`config.mk`:
```
export PLATFORM = sky130hd
export DESIGN_NAME = comparador_serial_ctrl
export DESIGN_NICKNAME = d
export VERILOG_FILES = /design/src/rtl/comparador_serial_ctrl.sv
export SDC_FILE = /design/constraint.sdc
export NUM_CORES = 1
export LEC_CHECK = 0
export ABC_AREA = 1
export BUFFER_PORTS_ARGS = -buffer_cell sky130_fd_sc_hd__buf_2
export CAP_MARGIN = 20
export CORE_MARGIN = 8
export CORE_UTILIZATION = 55
export DETAILED_ROUTE_END_ITERATION = 12
export GPL_TIMING_DRIVEN = 0
export MAX_ROUTING_LAYER = met4
export PLACE_DENSITY = 0.82
export REMOVE_ABC_BUFFERS = 1
export SLEW_MARGIN = 5
export SYNTH_ARGS = -nofsm -noshare
export SYNTH_HDL_FRONTEND = slang
export SYNTH_SLANG_ARGS = --single-unit
export TNS_END_PERCENT = 5
```
`constraint.sdc`:
```
create_clock -name clk -period 3 [get_ports clk]
set_input_delay 0.9 -clock clk [delete_from_list [all_inputs] [get_ports clk]]
set_output_delay 0.9 -clock clk [all_outputs]
set_load 0.01 [all_outputs]
```
`src/rtl/comparador_serial_ctrl.sv`:
```
// ---------------------------------------------------------------------------
// comparador_serial_ctrl
//
// Serial magnitude comparator for two unsigned K-bit operands. On an accepted
// start the operands are latched. One bit pair is then compared per clock,
// MSB first. The comparison ends early at the first differing pair, or after
// bit 0 when every pair matched. The result flags are held until the next
// accepted start.
//
// Ports
//   clk      in   single clock, rising edge
//   rst_n    in   asynchronous active-low reset
//   start    in   request a comparison (accepted in IDLE or DONE)
//   a, b     in   K-bit unsigned operands, MSB at index K-1
//   busy     out  high while a comparison is in progress (COMPARE)
//   done     out  one-cycle pulse, result flags valid
//   gt/lt/eq out  A > B / A < B / A == B, one-hot after done
//   bit_idx  out  index of the bit pair under comparison / last compared
//   a_bit    out  latched A[bit_idx] (serial trace)
//   b_bit    out  latched B[bit_idx] (serial trace)
// ---------------------------------------------------------------------------
module comparador_serial_ctrl #(
   parameter int K = 5
) (
   input  logic                   clk,
   input  logic                   rst_n,
   input  logic                   start,
   input  logic [K-1:0]           a,
   input  logic [K-1:0]           b,
   output logic                   busy,
   output logic                   done,
   output logic                   gt,
   output logic                   lt,
   output logic                   eq,
   output logic [$clog2(K)-1:0]   bit_idx,
   output logic                   a_bit,
   output logic                   b_bit
);

   localparam int IW = $clog2(K);

   typedef enum logic [1:0] {
      IDLE    = 2'd0,
      COMPARE = 2'd1,
      DONE    = 2'd2
   } state_t;

   state_t         state, state_next;
   logic [K-1:0]   a_q, b_q;
   logic           accept;
   logic           pair_eq;
   logic           last_bit;

   // Serial trace of the pair currently under comparison.
   assign a_bit    = a_q[bit_idx];
   assign b_bit    = b_q[bit_idx];
   assign pair_eq  = (a_bit == b_bit);
   assign last_bit = (bit_idx == '0);

   // A new request is taken in IDLE or DONE. A request in DONE starts the
   // next comparison back-to-back, with no idle cycle in between.
   assign accept = start && ((state == IDLE) || (state == DONE));

   // ------------------------------------------------------------------
   // State register
   // ------------------------------------------------------------------
   // NOTE: sequential state uses non-blocking assignments so every flop
   // samples pre-edge values regardless of process evaluation order.
   always_ff @(posedge clk or negedge rst_n) begin
      if (!rst_n) begin
         state <= IDLE;
      end else begin
         state <= state_next;
      end
   end

   // ------------------------------------------------------------------
   // Next-state logic
   // ------------------------------------------------------------------
   // NOTE: the default assignment at the top keeps this block free of
   // inferred latches on every path through the case statement.
   always_comb begin
      state_next = state;
      case (state)
         IDLE: begin
            if (start) state_next = COMPARE;
         end
         COMPARE: begin
            // Early exit on the first differing pair; otherwise stop after bit 0.
            if (!pair_eq || last_bit) state_next = DONE;
         end
         DONE: begin
            state_next = start ? COMPARE : IDLE;
         end
         default: state_next = IDLE;
      endcase
   end

   // ------------------------------------------------------------------
   // Output logic (Moore)
   // ------------------------------------------------------------------
   always_comb begin
      busy = (state == COMPARE);
      done = (state == DONE);
   end

   // ------------------------------------------------------------------
   // Datapath: latched operands, bit index and result flags
   // ------------------------------------------------------------------
   // NOTE: the operand registers are reset as well as the control state.
   // This makes the a_bit/b_bit trace read zero straight out of reset.
   always_ff @(posedge clk or negedge rst_n) begin
      if (!rst_n) begin
         a_q     <= '0;
         b_q     <= '0;
         bit_idx <= '0;
         gt      <= 1'b0;
         lt      <= 1'b0;
         eq      <= 1'b0;
      end else if (accept) begin
         a_q     <= a;
         b_q     <= b;
         bit_idx <= IW'(K - 1);
         gt      <= 1'b0;
         lt      <= 1'b0;
         eq      <= 1'b0;
      end else if (state == COMPARE) begin
         if (!pair_eq) begin
            // bit_idx is left at the deciding pair so it stays observable.
            gt <= a_bit & ~b_bit;
            lt <= ~a_bit & b_bit;
         end else if (last_bit) begin
            eq <= 1'b1;
         end else begin
            bit_idx <= bit_idx - IW'(1);
         end
      end
   end

endmodule

```
Yosys cells after proc, flatten, opt, wreduce, memory -nomap -nowiden --
Cells that the tools add are included.
Operators by class: $add $sub $neg 1, $lt $le $gt $ge 1, equal/unequal tests 7, mux-type cells 22, bitwise logic cells 4, reduce and logical (&&, ||, !) cells 13
Operators with widths (number):
- two-way mux 1 bit | 13
- two-way mux 3 bit | 4
- binary-select mux 1 bit (select 3 bit) | 2
- inequality test 2 bit, second input constant | 3
- case mux 2 bit (3 select lines) | 1
- AND reduction 3 bit | 2
- nonzero test 2 bit | 3
- less-than comparator 3 x 4 -> 1 bit, second input constant | 1
- two-way mux 2 bit | 2
- AND reduction 2 bit | 2
- zero test 3 bit | 1
- subtractor 3 x 1 -> 3 bit, second input constant | 1
- AND 1 bit | 2
- == test 2 x 1 -> 1 bit, second input constant | 1
- == test 2 bit, second input constant | 1
- zero test 2 bit | 1
- logical OR 1 bit | 2
- inequality test 2 x 1 -> 1 bit, second input constant | 1
- NOT 1 bit | 2
- == test 1 bit | 1
- logical AND 1 bit | 1
- zero test 1 bit | 1
Word-level totals: register bits 18, input bits 13, output and inout port bits 10, word-level logic and storage cells 55

Logic depth before layout (Yosys ltp) --
Gate-level depths: netlist of the first run.
depth in word-level cells 7, mapped depth 11, depth with buffers taken out 11

Worst setup path after synthesis of the first run --
OpenSTA, ideal clock, no wires.
path type flip-flop to output port, start point register bit_idx[0], end point output port a_bit, arrival 0.901 ns, required time 2.100 ns, setup slack 1.199 ns, cell stages (with the launch flop) 6, buffers on the path 0, cells stage by stage dfrtp_1 inv_2 nand2_1 nand3_1 nand3_1 nand2_1
On the way: word-level cells in the longest chain between the ends 2
Ends and longest elaborated chain:
- start: declaration | line 35 | output logic [$clog2(K)-1:0] bit_idx,
- start signal: assignment | line 123 | bit_idx <= IW'(K - 1);
- start signal: assignment | line 135 | bit_idx <= bit_idx - IW'(1);
- binary-select mux 1 bit (select 3 bit) | line 55 | assign a_bit = a_q[bit_idx];
- two-way mux 1 bit (implied by the code) | line 55
- end: declaration | line 36 | output logic a_bit,
No other way between the ends. The select of a mux whose other input is x is not followed.

Worst setup path in the final report of the first run --
Ends and elaborated chain as after synthesis.

==> metrics.txt, run 1 <==
# TYPE chip_impl_metric gauge
chip_impl_info{name="outcome",value="finished, final reports clean"} 1
chip_impl_metric{name="fin_crit",unit="ns"} 2.32
chip_impl_metric{name="yosys_warnings",unit=""} 0
chip_impl_metric{name="yosys.area.top_type_share",unit="%"} 48.8
chip_impl_metric{name="max-clock-path-buffers",unit=""} 2
chip_impl_metric{name="max_freq",unit="MHz"} 431
chip_impl_metric{name="clkLatencyLatePin",unit="ns"} 0.29
chip_impl_metric{name="timing.final.hold_violations",unit=""} 0
chip_impl_metric{name="cts.repair_timing.setup_buffer_count",unit=""} 0
chip_impl_metric{name="top_level_ports",unit=""} 23
chip_impl_info{name="tritoncts",value="done"} 1
chip_impl_info{name="hold_path_class",value="reg2reg"} 1
chip_impl_metric{name="synth.cell_area",unit="um2"} 923
chip_impl_metric{name="fin_max_slew_vios",unit=""} 0
chip_impl_metric{name="reg2reg_depth",unit=""} 10
chip_impl_metric{name="place_congestion",unit=""} 0.787
chip_impl_metric{name="overflow",unit=""} 0
chip_impl_info{name="startpoint_type",value="register"} 1
chip_impl_info{name="ranking_of_synthesized_cells_by_area",value="sky130_fd_sc_hd__dfrtp_1 (49%), sky130_fd_sc_hd__nand2_1 (17%), sky130_fd_sc_hd__nand3_1 (14%)"} 1
chip_impl_info{name="worst_r2r_startpoint",value="bit_idx[0]$_DFFE_PN0P_"} 1
chip_impl_metric{name="layout-drive-gt1-share",unit="%"} 24.6
chip_impl_metric{name="via_count",unit=""} 817
chip_impl_metric{name="final_core_util",unit="%"} 64.4
chip_impl_metric{name="diodes_inserted",unit=""} 0
chip_impl_info{name="critical_path_class",value="reg2out"} 1
chip_impl_metric{name="transition_time_of_the_tightest_slew_check_pin",unit="ns"} 0.396
chip_impl_metric{name="worst_slew_margin_rel",unit="%"} 73.6
chip_impl_info{name="rsz0062_at_grt",value="false"} 1
chip_impl_metric{name="number_of_rows_in_the_core_area",unit=""} 15
chip_impl_metric{name="max_cap_viol_count",unit=""} 0
chip_impl_metric{name="floorplan.initialDensity",unit="%"} 55.9
chip_impl_metric{name="worstPathMaxFanout",unit=""} 9
chip_impl_metric{name="avgViaCountPerCell",unit=""} 5.41
chip_impl_metric{name="p_leak",unit="nW"} 0.612
chip_impl_metric{name="area_overhead_vs_synth",unit="%"} 15.2
chip_impl_metric{name="power_density",unit="nW/um2"} 1040
chip_impl_metric{name="port_buffers",unit=""} 22
chip_impl_metric{name="setup-violations-final",unit=""} 0
chip_impl_metric{name="die_width",unit="um"} 57.0
chip_impl_metric{name="cts_resized",unit=""} 0
chip_impl_metric{name="sequential_area_share_after_synthesis",unit="%"} 48.8
chip_impl_metric{name="design.final.nets",unit=""} 153
chip_impl_metric{name="ir_worst_vdd",unit="V"} 0.000436
chip_impl_metric{name="clkTransAtPathRegs",unit="ns"} 0.09
chip_impl_metric{name="r2r_slack",unit="ns"} 1.15
chip_impl_metric{name="cp.arrival",unit="ns"} 1.42
chip_impl_metric{name="grt_first_pass_wirelength",unit="um"} 3430
chip_impl_info{name="synth.largest_area_cell",value="sky130_fd_sc_hd__dfrtp_1"} 1
chip_impl_metric{name="htree_levels",unit=""} 1
chip_impl_metric{name="synthDistinctLibCells",unit=""} 16
chip_impl_metric{name="holdPathStages",unit=""} 2
chip_impl_info{name="rr_endpoint",value="bit_idx[1]$_DFFE_PN0P_"} 1
chip_impl_info{name="hold_path_startpoint",value="b_q[3]$_DFFE_PN0P_"} 1
chip_impl_metric{name="totalPowerFinal",unit="mW"} 1.11
chip_impl_metric{name="die_h",unit="um"} 57.0
chip_impl_metric{name="cts.sinks",unit=""} 18
chip_impl_metric{name="worst_clock_skew",unit="ns"} 0.00286
chip_impl_metric{name="drt_first_pass_iters",unit=""} 4
chip_impl_metric{name="detailed_place_hpwl",unit="um"} 1480
chip_impl_metric{name="detail-route-antenna-nets",unit=""} 0
chip_impl_metric{name="fin_setup_tns",unit="ns"} 0
chip_impl_info{name="worstSetupEndpointType",value="output pin"} 1
chip_impl_metric{name="wl",unit="um"} 1910
chip_impl_metric{name="core_box_area",unit="um2"} 1650
chip_impl_metric{name="crit_path_required_time",unit="ns"} 2.10
chip_impl_metric{name="clock_buffers_created_by_tritoncts",unit=""} 3
chip_impl_metric{name="syn_inst",unit=""} 112
chip_impl_metric{name="period_share",unit="%"} 77.3
chip_impl_metric{name="ys_ff_latch",unit=""} 18
chip_impl_metric{name="die-area",unit="um2"} 3250
chip_impl_metric{name="detailedRoute.firstIterationViolations",unit=""} 23
chip_impl_metric{name="synth_area_per_cell",unit="um2"} 8.24
chip_impl_info{name="clockRootBuffer",value="sky130_fd_sc_hd__clkbuf_4"} 1
chip_impl_info{name="hold_path_end",value="b_q[3]$_DFFE_PN0P_"} 1
chip_impl_metric{name="largest_net_degree_at_the_start_of_global_routing",unit=""} 19
chip_impl_metric{name="cts_hold_repair.buffers",unit=""} 0
chip_impl_metric{name="via_count_of_the_first_global_routing_pass",unit=""} 852
chip_impl_metric{name="routedWlPerCell",unit="um"} 12.7
chip_impl_metric{name="antenna_violations_before_repair",unit=""} 0
chip_impl_metric{name="remaining_drc_errors",unit=""} 0
chip_impl_metric{name="grt_util_all_layers",unit="%"} 13.0
==> stage by stage <==
step	setup slack (ns)	hold WS [ns]	instances	area [um2]
6_report	0.680	0.479	151	1060
2_1_floorplan	1.20	0.442	109	910
5_1_grt	0.588	0.520	151	1060
3_5_place_dp	1.00	0.459	148	1040
3_3_place_gp	1.01	0.456	148	1040
4_1_cts	0.674	0.483	151	1060
==> cell usage after synthesis (all sizes together) <==
cell type / instances
clkbuf: 1
buf: 2
nand2: 43
nor2: 2
or2: 2
nand3: 26
nand4: 3
a21boi: 1
dfrtp: 18
ha: 4
inv: 10
==> registers in the layout, indices dropped and copies added, names as in the netlist <==
| register | flops |
|---|---|
| bit_idx | 3 |
| lt | 1 |
| eq | 1 |
| state | 2 |
| b_q | 5 |
| a_q | 5 |
| gt | 1 |
==> layout make-up <==
type	instances	area (um2)
clock buffer	3	22.5
fill	157	588
inverter	10	37.5
multi-input combinational	81	422
sequential	18	450
tap	17	21.3
timing repair buffer	22	110
==> cells by family (layout without fill, tap and decap cells) <==
group / Yosys count / in the layout / synth area share (%)
buffers and inverters: 13 / 35 / 5.56
adders and majority gates: 4 / 4 / 5.42
and+or+nand+nor: 76 / 76 / 39.4
DFF: 18 / 18 / 48.8
AOI/OAI and AO/OA: 1 / 1 / 0.813
==> worst max-delay path by stage <==
stage                            from    end  slack, ns  depth (start not counted)
6_report       bit_idx[0]$_DFFE_PN0P_  a_bit       0.68                          6
5_1_grt        bit_idx[0]$_DFFE_PN0P_  a_bit       0.59                          6
4_1_cts        bit_idx[0]$_DFFE_PN0P_  a_bit       0.67                          6
3_5_place_dp   bit_idx[0]$_DFFE_PN0P_  a_bit       1.00                          6
3_3_place_gp   bit_idx[0]$_DFFE_PN0P_  a_bit       1.01                          6
2_1_floorplan  bit_idx[0]$_DFFE_PN0P_  a_bit       1.20                          5
==> critical path: stages, from the launching register on <==
cell and delay (ns):
sky130_fd_sc_hd__dfrtp_1 0.47, sky130_fd_sc_hd__inv_2 0.18, sky130_fd_sc_hd__nand2_1 0.07, sky130_fd_sc_hd__nand3_1 0.07
sky130_fd_sc_hd__nand3_1 0.09, sky130_fd_sc_hd__nand2_1 0.11, sky130_fd_sc_hd__buf_2 0.14
==> cell usage in the layout, fill, tap and decap left out <==
| master | count |
|---|---|
| sky130_fd_sc_hd__a21boi_0 | 1 |
| sky130_fd_sc_hd__buf_2 | 22 |
| sky130_fd_sc_hd__dfrtp_1 | 18 |
| sky130_fd_sc_hd__nand4_1 | 3 |
| sky130_fd_sc_hd__ha_1 | 4 |
| sky130_fd_sc_hd__or2_2 | 1 |
| sky130_fd_sc_hd__nor2_8 | 1 |
| sky130_fd_sc_hd__nand3_4 | 1 |
| sky130_fd_sc_hd__nor2_1 | 1 |
| sky130_fd_sc_hd__inv_1 | 7 |
| sky130_fd_sc_hd__nand2_2 | 2 |
| sky130_fd_sc_hd__nand2_1 | 41 |
| sky130_fd_sc_hd__inv_2 | 3 |
| sky130_fd_sc_hd__nand3_1 | 25 |
| sky130_fd_sc_hd__or2_0 | 1 |
| sky130_fd_sc_hd__clkbuf_4 | 3 |
==> power by group <==
group / switching, mW / leakage [nW] / internal (mW) / total [mW]
Sequential: 0.0743 / 0.227 / 0.343 / 0.417
Clock: 0.0713 / 0.0138 / 0.0468 / 0.118
Combinational: 0.366 / 0.371 / 0.205 / 0.571
==> per-layer routing <==
layer  GRT usage (%)  wire length (um)  vias up
li1                -                 -      410
met1            14.4               789      377
met2            21.6               961       25
met3            3.55               122        5
met4            5.37                38        0
met5               -                 0        -
(Power assumes the default switching activity.)
==> run 2, diff against run 1 <==
- CORE_UTILIZATION: 55 -> 46
- PLACE_DENSITY: 0.82 -> 0.73
- clock period: 3 -> 2 ns (I/O delays scaled with it)
==> run 2 against run 1 <==
Total power is 60% higher. Final cell count is 9.3% higher. Largest power group unchanged. Setup slack worse by 0.60 ns. Critical path depth is 1 lower. Sequential share of layout area is 2.3 points lower. Sequential power is 51% higher. Die area is 14% higher. Critical path type unchanged.
==> metrics.txt, run 2 (synthesis gave the netlist of run 1 again) <==
# TYPE chip_impl_metric gauge
chip_impl_info{name="rsz0062_at_grt",value="true"} 1
chip_impl_metric{name="max_freq",unit="MHz"} 520
chip_impl_info{name="tritoncts",value="done"} 1
chip_impl_metric{name="clkTransAtPathRegs",unit="ns"} 0.10
chip_impl_metric{name="timing.final.hold_violations",unit=""} 0
chip_impl_metric{name="setup-violations-final",unit=""} 0
chip_impl_metric{name="cts_hold_repair.buffers",unit=""} 0
chip_impl_metric{name="diodes_inserted",unit=""} 0
chip_impl_info{name="critical_path_class",value="reg2out"} 1
chip_impl_metric{name="power_density",unit="nW/um2"} 1570
chip_impl_metric{name="clkLatencyLatePin",unit="ns"} 0.29
chip_impl_metric{name="cp.arrival",unit="ns"} 1.32
chip_impl_metric{name="overflow",unit=""} 0
chip_impl_info{name="layout.cells.most_common_list",value="sky130_fd_sc_hd__nand2_1 (39), sky130_fd_sc_hd__nand3_1 (25), sky130_fd_sc_hd__buf_2 (21), sky130_fd_sc_hd__dfrtp_1 (17), sky130_fd_sc_hd__inv_1 (7)"} 1
chip_impl_metric{name="remaining_drc_errors",unit=""} 0
chip_impl_metric{name="final.fill_count",unit=""} 196
chip_impl_metric{name="htree_levels",unit=""} 1
chip_impl_metric{name="period_share",unit="%"} 96.2
chip_impl_metric{name="fin_crit",unit="ns"} 1.92
chip_impl_info{name="hold_path_class",value="in2async"} 1
chip_impl_metric{name="final_core_util",unit="%"} 58.7
chip_impl_metric{name="fin_ws",unit="ns"} 0.0765
chip_impl_info{name="biggestRegsByFlops",value="a_q (5), b_q (5), bit_idx (3)"} 1
chip_impl_metric{name="final-instance-count-excl-fill",unit=""} 165
chip_impl_metric{name="routedWlPerCell",unit="um"} 11.3
chip_impl_info{name="worst_r2r_startpoint",value="bit_idx[1]$_DFFE_PN0P_"} 1
chip_impl_metric{name="place_congestion",unit=""} 0.755
chip_impl_metric{name="antenna_violations_before_repair",unit=""} 0
chip_impl_metric{name="drt_first_pass_iters",unit=""} 5
chip_impl_metric{name="ir_worst_vdd",unit="V"} 0.000752
chip_impl_metric{name="worst_clock_skew",unit="ns"} 0.00197
chip_impl_metric{name="detail-route-antenna-nets",unit=""} 0
chip_impl_metric{name="floorplan.initialDensity",unit="%"} 48.0
chip_impl_metric{name="detailed_place_hpwl",unit="um"} 1420
chip_impl_info{name="worstSetupEndpointType",value="output pin"} 1
chip_impl_metric{name="cts.sinks",unit=""} 18
chip_impl_metric{name="via_count_of_the_first_global_routing_pass",unit=""} 778
chip_impl_metric{name="crit_path_required_time",unit="ns"} 1.40
chip_impl_metric{name="max_cap_viol_count",unit=""} 0
chip_impl_metric{name="transition_time_of_the_tightest_slew_check_pin",unit="ns"} 0.391
chip_impl_metric{name="layout.area.seq",unit="um2"} 452
chip_impl_metric{name="grt_first_pass_wirelength",unit="um"} 3170
chip_impl_metric{name="max-clock-path-buffers",unit=""} 2
chip_impl_metric{name="largest_net_degree_at_the_start_of_global_routing",unit=""} 19
chip_impl_metric{name="clock_buffers_created_by_tritoncts",unit=""} 3
chip_impl_metric{name="number_of_rows_in_the_core_area",unit=""} 16
chip_impl_metric{name="top_level_ports",unit=""} 23
chip_impl_metric{name="number_of_cells_after_detailed_placement",unit=""} 158
chip_impl_metric{name="avgViaCountPerCell",unit=""} 4.93
chip_impl_metric{name="via_count",unit=""} 813
chip_impl_metric{name="detailedRoute.firstIterationViolations",unit=""} 26
chip_impl_metric{name="fin_max_slew_vios",unit=""} 0
chip_impl_metric{name="grt_util_all_layers",unit="%"} 11.6
chip_impl_metric{name="worst_slew_margin_rel",unit="%"} 73.9
chip_impl_metric{name="port_buffers",unit=""} 22
chip_impl_info{name="startpoint_type",value="register"} 1
chip_impl_metric{name="area_overhead_vs_synth",unit="%"} 22.1
chip_impl_metric{name="die-area",unit="um2"} 3700
chip_impl_info{name="mostFrequentLayoutCell",value="sky130_fd_sc_hd__nand2_1"} 1
chip_impl_metric{name="worstPathMaxFanout",unit=""} 6
chip_impl_metric{name="area_taken_by_multi_input_logic_gates",unit="um2"} 427
chip_impl_info{name="clockRootBuffer",value="sky130_fd_sc_hd__clkbuf_4"} 1
chip_impl_metric{name="die_width",unit="um"} 60.8
chip_impl_metric{name="die_h",unit="um"} 60.8
chip_impl_metric{name="wl",unit="um"} 1870
chip_impl_metric{name="design.final.nets",unit=""} 156
chip_impl_info{name="outcome",value="finished, final reports clean"} 1
chip_impl_info{name="setup.worst_path.start",value="bit_idx[1]$_DFFE_PN0P_"} 1
chip_impl_metric{name="layout-drive-gt1-share",unit="%"} 29.0
chip_impl_metric{name="p_leak",unit="nW"} 0.633
chip_impl_metric{name="core_box_area",unit="um2"} 1920
chip_impl_metric{name="dp_worst_setup_slack",unit="ns"} 0.175
## run 2: cell count changes in the layout (fill, tap and decap cells not counted), sizes merged
cell / previous run / this run
buf: 22 / 25
clkbuf: 3 / 4
## run 2: worst paths after layout
| kind | cells past startpoint | slack, ns | end |
|---|---|---|---|
| setup / recovery | 5 | 0.08 | a_bit |
| max in group asynchronous | 1 | 1.49 | bit_idx[0]$_DFFE_PN0P_ |
| hold reg to reg | 2 | 0.48 | a_q[4]$_DFFE_PN0P_ |
| setup reg to reg | 10 | 0.20 | gt$_DFFE_PN0P_ |
| hold / removal | 1 | 0.21 | state[0]$_DFFE_PN0P_ |
| min in group clk | 2 | 0.48 | a_q[4]$_DFFE_PN0P_ |
## run 2: critical path: stages, from the launching register on
cell                      delay, ns
sky130_fd_sc_hd__dfrtp_1       0.44
sky130_fd_sc_hd__inv_1         0.18
sky130_fd_sc_hd__nand3_1       0.10
sky130_fd_sc_hd__nand3_1       0.10
sky130_fd_sc_hd__nand2_2       0.08
sky130_fd_sc_hd__buf_2         0.14
## run 2: layer usage
layer  vias up  share of wire, %  GRT usage (%)
met3         5               4.4           1.91
met2        22                47           18.9
li1        418                 -              -
met4         0               2.1           5.98
met1       368                46           13.4
met5         -                 0              -
## run 2: metrics by stage
| step | setup TNS (ns) | instance area [um2] | hold slack, ns | power [mW] |
|---|---|---|---|---|
| floorplan | 0 | 910 | 0.304 | 1.25 |
| global placement | 0 | 1050 | 0.458 | 1.46 |
| detailed placement | 0 | 1050 | 0.460 | 1.48 |
| CTS | 0 | 1090 | 0.217 | 1.71 |
| global route | -0.0247 | 1130 | 0.226 | 1.96 |
| finish | 0 | 1130 | 0.211 | 1.77 |
## run 2: final cells by class
| class | count | area share (%) |
|---|---|---|
| well taps | 27 | 3.00 |
| multi-input cells | 81 | 37.8 |
| clock buffers | 4 | 3.22 |
| repair buffers | 25 | 12.3 |
| inverters | 10 | 3.55 |
| flip-flops and latches | 18 | 40.1 |
## run 2: where the power goes
part	internal (mW)	leakage, nW	total (mW)	switching [mW]
combinational	0.366	0.386	0.920	0.555
sequential	0.516	0.226	0.631	0.115
clock	0.111	0.0210	0.224	0.113
## run 2: repair_timing
action / 4_1_cts / 5_1_grt
pin swaps: 0 / 1
setup buffers: 0 / 3
endpoints found under the setup margin: 2 / 2
resized for setup: 2 / 3
